File: src/rtl/vmem_fill_pkg.sv
// rtl/vmem_fill_pkg.sv - shared constants and FSM state type for the vmem rectangle-fill engine
package vmem_fill_pkg;

  localparam logic [3:0] REG_CTRL   = 4'h0;
  localparam logic [3:0] REG_ORIGIN = 4'h4;
  localparam logic [3:0] REG_SIZE   = 4'h8;
  localparam logic [3:0] REG_COLOR  = 4'hC;

  localparam int CTRL_START_BIT = 0;
  localparam int CTRL_ABORT_BIT = 1;

  localparam int DEF_SCREEN_W = 240;
  localparam int DEF_SCREEN_H = 240;

  typedef enum logic [1:0] {
    ST_IDLE,
    ST_SETUP,
    ST_FILL,
    ST_DONE
  } fill_state_e;

endpackage

File: src/rtl/vmem_wr_arb.sv
// rtl/vmem_wr_arb.sv - fixed-priority vmem write mux (CPU over engine) with registered write port
module vmem_wr_arb (
  input  logic        clk_i,
  input  logic        rst_ni,
  input  logic        cpu_we_i,
  input  logic [15:0] cpu_waddr_i,
  input  logic [2:0]  cpu_wdata_i,
  input  logic        eng_req_i,
  input  logic [15:0] eng_waddr_i,
  input  logic [2:0]  eng_wdata_i,
  output logic        eng_gnt_o,
  output logic        vmem_we_o,
  output logic [15:0] vmem_waddr_o,
  output logic [2:0]  vmem_wdata_o
);

  assign eng_gnt_o = eng_req_i && !cpu_we_i;

  always_ff @(posedge clk_i or negedge rst_ni) begin
    if (!rst_ni) begin
      vmem_we_o    <= 1'b0;
      vmem_waddr_o <= '0;
      vmem_wdata_o <= '0;
    end else begin
      vmem_we_o    <= cpu_we_i || eng_req_i;
      vmem_waddr_o <= cpu_we_i ? cpu_waddr_i : eng_waddr_i;
      vmem_wdata_o <= cpu_we_i ? cpu_wdata_i : eng_wdata_i;
    end
  end

endmodule

File: src/rtl/vmem_fill_ctrl.sv
// rtl/vmem_fill_ctrl.sv - memory-mapped rectangle-fill engine merged with CPU pixel stores
module vmem_fill_ctrl
  import vmem_fill_pkg::*;
#(
  parameter int SCREEN_W = DEF_SCREEN_W,
  parameter int SCREEN_H = DEF_SCREEN_H
) (
  input  logic        clk_i,
  input  logic        rst_ni,
  input  logic        cfg_we_i,
  input  logic [3:0]  cfg_addr_i,
  input  logic [31:0] cfg_wdata_i,
  output logic [31:0] cfg_rdata_o,
  input  logic        cpu_we_i,
  input  logic [15:0] cpu_waddr_i,
  input  logic [2:0]  cpu_wdata_i,
  output logic        vmem_we_o,
  output logic [15:0] vmem_waddr_o,
  output logic [2:0]  vmem_wdata_o,
  output logic        busy_o,
  output logic        done_o
);

  localparam logic [8:0] W_LIM = 9'(SCREEN_W);
  localparam logic [8:0] H_LIM = 9'(SCREEN_H);

  fill_state_e r_state, w_state_nxt;

  logic [7:0] r_cfg_x0, r_cfg_y0, r_cfg_w, r_cfg_h;
  logic [2:0] r_cfg_color;
  logic [7:0] r_x0, r_y0, r_w, r_h, r_cur_x, r_cur_y;
  logic [2:0] r_color;
  logic [8:0] r_x_end, r_y_end;
  logic       r_done_flag, r_busy, r_done;
  logic [31:0] r_rdata;

  logic       w_ctrl_wr, w_start, w_abort, w_start_ok;
  logic       w_eng_req, w_eng_gnt, w_last, w_empty;
  logic [8:0] w_x_sum, w_y_sum, w_x_lim, w_y_lim;
  logic       w_unused_wdata;

  assign w_unused_wdata = ^cfg_wdata_i[31:16];

  assign w_ctrl_wr  = cfg_we_i && (cfg_addr_i == REG_CTRL);
  assign w_start    = w_ctrl_wr && cfg_wdata_i[CTRL_START_BIT];
  assign w_abort    = w_ctrl_wr && cfg_wdata_i[CTRL_ABORT_BIT];
  assign w_start_ok = w_start && !w_abort && (r_state == ST_IDLE);

  // 9-bit sums so a rectangle running past 255 clips instead of wrapping
  assign w_x_sum = {1'b0, r_x0} + {1'b0, r_w};
  assign w_y_sum = {1'b0, r_y0} + {1'b0, r_h};
  assign w_x_lim = (w_x_sum > W_LIM) ? W_LIM : w_x_sum;
  assign w_y_lim = (w_y_sum > H_LIM) ? H_LIM : w_y_sum;
  assign w_empty = (r_w == 8'd0) || (r_h == 8'd0) ||
                   ({1'b0, r_x0} >= W_LIM) || ({1'b0, r_y0} >= H_LIM);

  assign w_last    = ({1'b0, r_cur_x} == r_x_end) && ({1'b0, r_cur_y} == r_y_end);
  assign w_eng_req = (r_state == ST_FILL) && !w_abort;

  always_comb begin
    w_state_nxt = r_state;
    case (r_state)
      ST_IDLE:  if (w_start_ok) w_state_nxt = ST_SETUP;
      ST_SETUP: begin
        if (w_abort)      w_state_nxt = ST_IDLE;
        else if (w_empty) w_state_nxt = ST_DONE;
        else              w_state_nxt = ST_FILL;
      end
      ST_FILL: begin
        if (w_abort)                  w_state_nxt = ST_IDLE;
        else if (w_eng_gnt && w_last) w_state_nxt = ST_DONE;
      end
      ST_DONE:  w_state_nxt = ST_IDLE;
      default:  w_state_nxt = ST_IDLE;
    endcase
  end

  always_ff @(posedge clk_i or negedge rst_ni) begin
    if (!rst_ni) begin
      r_state     <= ST_IDLE;
      r_busy      <= 1'b0;
      r_done      <= 1'b0;
      r_done_flag <= 1'b0;
      r_rdata     <= '0;
    end else begin
      r_state <= w_state_nxt;
      r_busy  <= (w_state_nxt != ST_IDLE);
      r_done  <= (r_state == ST_DONE);
      if (r_state == ST_DONE)       r_done_flag <= 1'b1;
      else if (w_start && !w_abort) r_done_flag <= 1'b0;
      r_rdata <= {30'b0, r_done_flag, r_busy};
    end
  end

  always_ff @(posedge clk_i or negedge rst_ni) begin
    if (!rst_ni) begin
      r_cfg_x0    <= '0;
      r_cfg_y0    <= '0;
      r_cfg_w     <= '0;
      r_cfg_h     <= '0;
      r_cfg_color <= '0;
    end else if (cfg_we_i) begin
      case (cfg_addr_i)
        REG_ORIGIN: begin
          r_cfg_x0 <= cfg_wdata_i[7:0];
          r_cfg_y0 <= cfg_wdata_i[15:8];
        end
        REG_SIZE: begin
          r_cfg_w <= cfg_wdata_i[7:0];
          r_cfg_h <= cfg_wdata_i[15:8];
        end
        REG_COLOR: r_cfg_color <= cfg_wdata_i[2:0];
        default: ;
      endcase
    end
  end

  always_ff @(posedge clk_i or negedge rst_ni) begin
    if (!rst_ni) begin
      r_x0    <= '0;
      r_y0    <= '0;
      r_w     <= '0;
      r_h     <= '0;
      r_color <= '0;
      r_x_end <= '0;
      r_y_end <= '0;
      r_cur_x <= '0;
      r_cur_y <= '0;
    end else begin
      if (w_start_ok) begin
        r_x0    <= r_cfg_x0;
        r_y0    <= r_cfg_y0;
        r_w     <= r_cfg_w;
        r_h     <= r_cfg_h;
        r_color <= r_cfg_color;
      end
      if (r_state == ST_SETUP) begin
        r_x_end <= w_x_lim - 9'd1;
        r_y_end <= w_y_lim - 9'd1;
        r_cur_x <= r_x0;
        r_cur_y <= r_y0;
      end else if (w_eng_gnt) begin
        if ({1'b0, r_cur_x} == r_x_end) begin
          r_cur_x <= r_x0;
          r_cur_y <= r_cur_y + 8'd1;
        end else begin
          r_cur_x <= r_cur_x + 8'd1;
        end
      end
    end
  end

  vmem_wr_arb u_arb (
    .clk_i        (clk_i),
    .rst_ni       (rst_ni),
    .cpu_we_i     (cpu_we_i),
    .cpu_waddr_i  (cpu_waddr_i),
    .cpu_wdata_i  (cpu_wdata_i),
    .eng_req_i    (w_eng_req),
    .eng_waddr_i  ({r_cur_y, r_cur_x}),
    .eng_wdata_i  (r_color),
    .eng_gnt_o    (w_eng_gnt),
    .vmem_we_o    (vmem_we_o),
    .vmem_waddr_o (vmem_waddr_o),
    .vmem_wdata_o (vmem_wdata_o)
  );

  assign busy_o      = r_busy;
  assign done_o      = r_done;
  assign cfg_rdata_o = r_rdata;

endmodule

File: config.mk
export PLATFORM = sky130hd
export DESIGN_NAME = vmem_fill_ctrl
export DESIGN_NICKNAME = d
export VERILOG_FILES = /design/src/rtl/vmem_fill_pkg.sv /design/src/rtl/vmem_wr_arb.sv /design/src/rtl/vmem_fill_ctrl.sv
export SDC_FILE = /design/constraint.sdc
export NUM_CORES = 1
export LEC_CHECK = 0
export BUFFER_PORTS_ARGS = -buffer_cell sky130_fd_sc_hd__clkbuf_2
export CORE_AREA = 8 8 157 159
export DETAILED_ROUTE_END_ITERATION = 10
export DIE_AREA = 0 0 165 167
export GPL_TIMING_DRIVEN = 0
export REMOVE_ABC_BUFFERS = 1
export SLEW_MARGIN = 5
export SYNTH_ARGS = -nofsm -noshare
export SYNTH_HDL_FRONTEND = slang
export SYNTH_SLANG_ARGS = --single-unit
File: constraint.sdc
create_clock -name clk_i -period 9.7 [get_ports clk_i]
set_input_delay 0.485 -clock clk_i [delete_from_list [all_inputs] [get_ports clk_i]]
set_output_delay 0.485 -clock clk_i [all_outputs]
set_load 0.01 [all_outputs]
# == Word level (Yosys, flattened, before mapping) ==
# Cells that the tools add are included.
# op_classes
order_cmp,4
reduce_logical,27
mux,18
n_eq_ne,8
add_sub_neg,6
# op_table
operator,n
8-bit 2-to-1 mux,6
8-bit by 8-bit adder with 9-bit output,2
8-bit by 9-bit equality test with 1-bit output,2
9-bit by 8-bit > comparator with 1-bit output (second input constant),2
9-bit 2-to-1 mux,2
9-bit by 1-bit subtractor with 9-bit output (second input constant),2
8-bit by 1-bit adder with 8-bit output (second input constant),2
8-bit >= comparator (second input constant),2
8-bit logical NOT,2
16-bit 2-to-1 mux,1
1-bit logical AND,9
4-bit equality test (second input constant),2
2-bit 2-to-1 mux,4
2-bit one-hot mux with 4 select lines,1
2-bit AND reduction,4
2-bit nonzero test,4
2-bit equality test (second input constant),2
4-bit by 3-bit equality test with 1-bit output (second input constant),1
4-bit logical NOT,1
1-bit logical OR,4
1-bit 2-to-1 mux,3
3-bit 2-to-1 mux,1
2-bit by 1-bit equality test with 1-bit output (second input constant),1
1-bit logical NOT,2
2-bit logical NOT,1
# word_totals
out_inout_bits,54
reg_bits,131

# == Depth between registers and ports, before layout ==
# logic_depth
word_depth,11
mapped_depth,14
depth_no_buf,14

# == Modules after synthesis ==
# From an unflattened synthesis, not the netlist that was laid out.
# unflattened
hier_cells,609
hier_area_um2,6982.9
# modules_own_cells
mod,instances,seq_area_each_um2,cells_per_inst,area_per_inst_um2
vmem_fill_ctrl,1,2777.7,566,6165.9
vmem_wr_arb,1,500.5,43,817.0

# == Least setup slack after synthesis ==
# No wires, ideal clock.
# synth_timing
kind,register to register
startpoint,register r_y0[0]
endpoint,register r_y_end[6]
t_arrival_ns,2.986
period_less_slack_ns,3.121
setup_slack_ns,6.579
path_stages_with_launch,12
n_path_buf,0
t_required_ns,9.565
cell_sequence,dfrtp_1 -> ha_1 -> fa_1 -> a211oi_1 -> nor3b_1 -> nor4_1 -> a41oi_4 -> nand2_1 -> ha_1 -> nor4b_4 -> xnor2_1 -> a31oi_1
# synth_via
elab_chain_len,4
# synth_lines
item,line_no,source
"start, declared",vmem_fill_ctrl.sv:31,"logic [7:0] r_x0, r_y0, r_w, r_h, r_cur_x, r_cur_y;"
"start signal, assigned",vmem_fill_ctrl.sv:132,r_y0 <= r_cfg_y0;
8-bit by 8-bit adder with 9-bit output (*),vmem_fill_ctrl.sv:51,"assign w_y_sum = {1'b0, r_y0} + {1'b0, r_h};"
9-bit by 8-bit > comparator with 1-bit output,vmem_fill_ctrl.sv:53,assign w_y_lim = (w_y_sum > H_LIM) ? H_LIM : w_y_sum;
9-bit 2-to-1 mux (*),vmem_fill_ctrl.sv:53,
9-bit by 1-bit subtractor with 9-bit output (*),vmem_fill_ctrl.sv:139,r_y_end <= w_y_lim - 9'd1;
"end signal, assigned",vmem_fill_ctrl.sv:139,
"end, declared",vmem_fill_ctrl.sv:33,"logic [8:0] r_x_end, r_y_end;"
# Mark *: on every way between the ends. The rest lies on a longest branch, timed or not.
# A chain may end at the register's enable or synchronous reset.

# == Final worst setup path ==
# Same ends and word-level chain as after synthesis.

==> impl_metrics.py <==
metrics = {
    "route": {
        "vias": 4821,
        "ant_nets": 0,
        "wire_per_inst_um": 15.7,
        "drt-met1-wl_um": 7870,
        "drtIter0Drc": 316,
        "wl_met3_um": 954,
        "wl_met2_um": 6690,
        "firstDrtPassIters": 5,
        "highest_layer": "met4",
        "drc": 0,
        "viasPerCell": 4.81,
        "drt-total-wl_um": 15700,
    },
    "timing": {
        "skew_ns": 0.0117,
        "rsz0062_at_grt": "no",
        "fin_setup_tns_ns": 0,
        "hold_ws_ns": 0.272,
        "postLayoutSetupSlackWorst_ns": 6.15,
        "setup_viol": 0,
        "max_freq_mhz": 282,
        "relSlewSlack": 0.297,
        "final_max_slew_viol_count": 0,
        "hold_violations": 0,
        "fin_crit_sh": 0.366,
        "tightest_slew_ns": 1.06,
        "finalCriticalPeriod_ns": 3.55,
    },
    "cells_and_area": {
        "synthToLayoutAreaGrowth_pct": 17.3,
        "top_regs": "u_arb.vmem_waddr_o (16), r_x_end (9), r_y_end (9)",
        "largest_reg_flops": 16,
        "layout.nets": 785,
        "final_cells": 1002,
        "final_layout_size_suffix_gt1_frac": 0.276,
        "antennaDiodeCount": 0,
        "top_register": "u_arb.vmem_waddr_o",
    },
    "floorplanning": {
        "coreArea_mm2": 0.0222,
        "die_w_um": 165,
        "dieArea_mm2": 0.0276,
        "die_h_um": 167,
        "num_rows": 55,
        "start_util": 0.313,
        "ios": 113,
    },
    "synthesis": {
        "yosys_warnings": 0,
        "synthFlopType": "dfrtp_1",
        "synth_edf_count": 0,
        "syn_area_mm2": 0.00696,
        "synth_cells": 636,
        "synth_cell_types": 74,
        "synth_seq_cells": 131,
        "async_flop_share": 1.00,
        "postSynthAreaPerCell_um2": 10.9,
        "yosysSeqAreaShare": 0.471,
    },
    "clock_network": {
        "path_clk_slew_ns": 0.06,
        "clk_latency_ns": 0.43,
        "cts_tree": "done",
        "clock_path_buffers": 2,
        "post_cts_buffers": 0,
        "numCtsBuffers": 17,
        "cts_max_level": 4,
        "root_buffer": "clkbuf_16",
        "clock_sinks": 131,
    },
    "setup_path": {
        "endpoint_kind": "flip-flop",
        "critPathRequiredTime_ns": 9.96,
        "critical_path_arrival_ns": 3.81,
        "start_kind": "flip-flop",
        "worstSetupPathType": "reg2reg",
        "cp_max_fo": 8,
    },
    "global_routing": {
        "grt_pass1_vias": 4847,
        "track_usage": 0.117,
        "antenna_found_initial": 0,
        "grt_pass1_wl_um": 25600,
        "grt_max_degree": 91,
        "grt_overflow": 0,
    },
    "pwr": {
        "p_leak_nw": 3.84,
        "power.density_mw_per_mm2": 219,
        "ir_worst_vdd_mv": 0.138,
    },
    "run": {
        "maxCapViolCount": 0,
    },
    "place": {
        "dpl_worst_slack_ns": 6.16,
        "dp_hpwl_um": 11600,
        "port-buffer-count": 66,
        "gp_congestion": 0.813,
        "dp.cells": 969,
    },
    "status": {
        "status": "completed",
    },
    "worst_hold_path": {
        "hold_path_class": "in2reg",
    },
}
[logic make-up (layout without fill, tap and decap cells)]
kind of cell | after synthesis | count (layout) | share of synthesized area
AND/OR/NAND/NOR | 186 | 186 | 0.141
flip-flops | 131 | 131 | 0.471
AO/OA/AOI/OAI | 112 | 112 | 0.111
multiplexers | 86 | 86 | 0.138
buffers and inverters | 66 | 118 | 0.0570
XOR/XNOR | 32 | 32 | 0.0402
adder cells (fa/ha/maj) | 22 | 22 | 0.0417
other | 1 | 30 | 0.000538
[per-layer routing]
| layer | vias to the layer above | GRT usage |
|---|---|---|
| met5 | - | 0 |
| met4 | 0 | 0.0376 |
| met3 | 12 | 0.0343 |
| met2 | 125 | 0.168 |
| met1 | 2306 | 0.165 |
| li1 | 2378 | - |
[synth_stat cells, types with 6 or more instances]
cell / number / area [um^2]
dfrtp_1: 131 / 3280
mux2_2: 80 / 901
nand2_1: 49 / 184
nor2_1: 35 / 131
o21ai_0: 35 / 175
buf_4: 30 / 225
nand3_1: 22 / 110
ha_1: 20 / 250
xnor2_1: 17 / 149
a21oi_1: 15 / 75.1
xor2_1: 15 / 131
inv_1: 14 / 52.6
clkbuf_1: 13 / 48.8
a31oi_1: 12 / 75.1
nor3_1: 12 / 60.1
and2_1: 10 / 62.6
nand2b_1: 10 / 62.6
nor4_1: 10 / 62.6
a21o_1: 8 / 60.1
nand4_1: 7 / 43.8
mux2i_1: 6 / 60.1
[cell usage in the layout (no fill, tap or decap), drive strengths merged, types with 3 or more instances in the layout]
cell / synthesis / final
a21o: 8 / 8
a311oi: 3 / 3
clkbuf: 14 / 84
nor4: 11 / 11
nor4b: 3 / 3
nor2: 35 / 35
and3: 5 / 5
xor2: 15 / 15
ha: 20 / 20
a31oi: 12 / 12
dfrtp: 131 / 131
buf: 36 / 5
nor3: 12 / 12
o211ai: 4 / 4
mux2: 80 / 80
and2: 10 / 10
nand2: 49 / 49
conb: 1 / 30
a211oi: 6 / 6
nand3: 22 / 22
inv: 14 / 20
bufinv: 0 / 5
mux2i: 6 / 6
xnor2: 17 / 17
nand4: 7 / 7
nor2b: 3 / 3
a211o: 4 / 4
o21ai: 37 / 37
nand2b: 10 / 10
nor3b: 5 / 5
a21oi: 15 / 15
[repair_timing]
action                                  CTS  global route
endpoints found under the setup margin    0             0
endpoints found under the hold margin    35             0
resized for setup                         0             0
hold buffers                              1             0
[worst max-delay path: stages (launching register included)]
cell and delay [ns]:
dfrtp_1 0.40, ha_1 0.28, fa_1 0.45, a211oi_1 0.46, nor3b_1 0.17, nor4_1 0.52, a41oi_4 0.24, nand2_1 0.13
ha_1 0.25, nor4b_4 0.24, xnor2_1 0.14, a31oi_1 0.10
[power by group]
part / internal (mW) / switching [mW]
Combinational: 0.171 / 0.183
Sequential: 0.641 / 0.0809
Clock: 0.460 / 0.252
Total: 1.27 / 0.516
[stage by stage]
step | total power, mW | area, um^2 | utilization
2_1_floorplan | 0.966 | 6730 | -
3_3_place_gp | 1.08 | 7420 | 0.334
3_5_place_dp | 1.09 | 7510 | 0.338
4_1_cts | 1.81 | 8170 | 0.368
5_1_grt | 1.89 | 8170 | 0.368
6_report | 1.79 | 8170 | 0.368
[cell type report]
cell class | instances | area, um^2
clock buffers | 18 | 429
clock inverters | 14 | 223
fillers | 2210 | 14100
inverters | 14 | 52.6
multi-input cells | 468 | 3410
flip-flops and latches | 131 | 3280
well taps | 285 | 357
repair buffers | 72 | 418
[worst paths after layout]
kind,depth (start not counted),from,to,slack (ns)
max in group asynchronous,3,rst_ni,r_color[0],8.38
min reg2reg,0,busy_o,cfg_rdata_o[0],0.38
min,3,cpu_waddr_i[0],u_arb.vmem_waddr_o[0],0.27
max reg2reg,11,r_y0[0],r_y_end[6],6.15
max,11,r_y0[0],r_y_end[6],6.15
min in group asynchronous,2,rst_ni,r_cfg_w[6],0.53
Note: power is estimated with default switching activity, not from simulation.
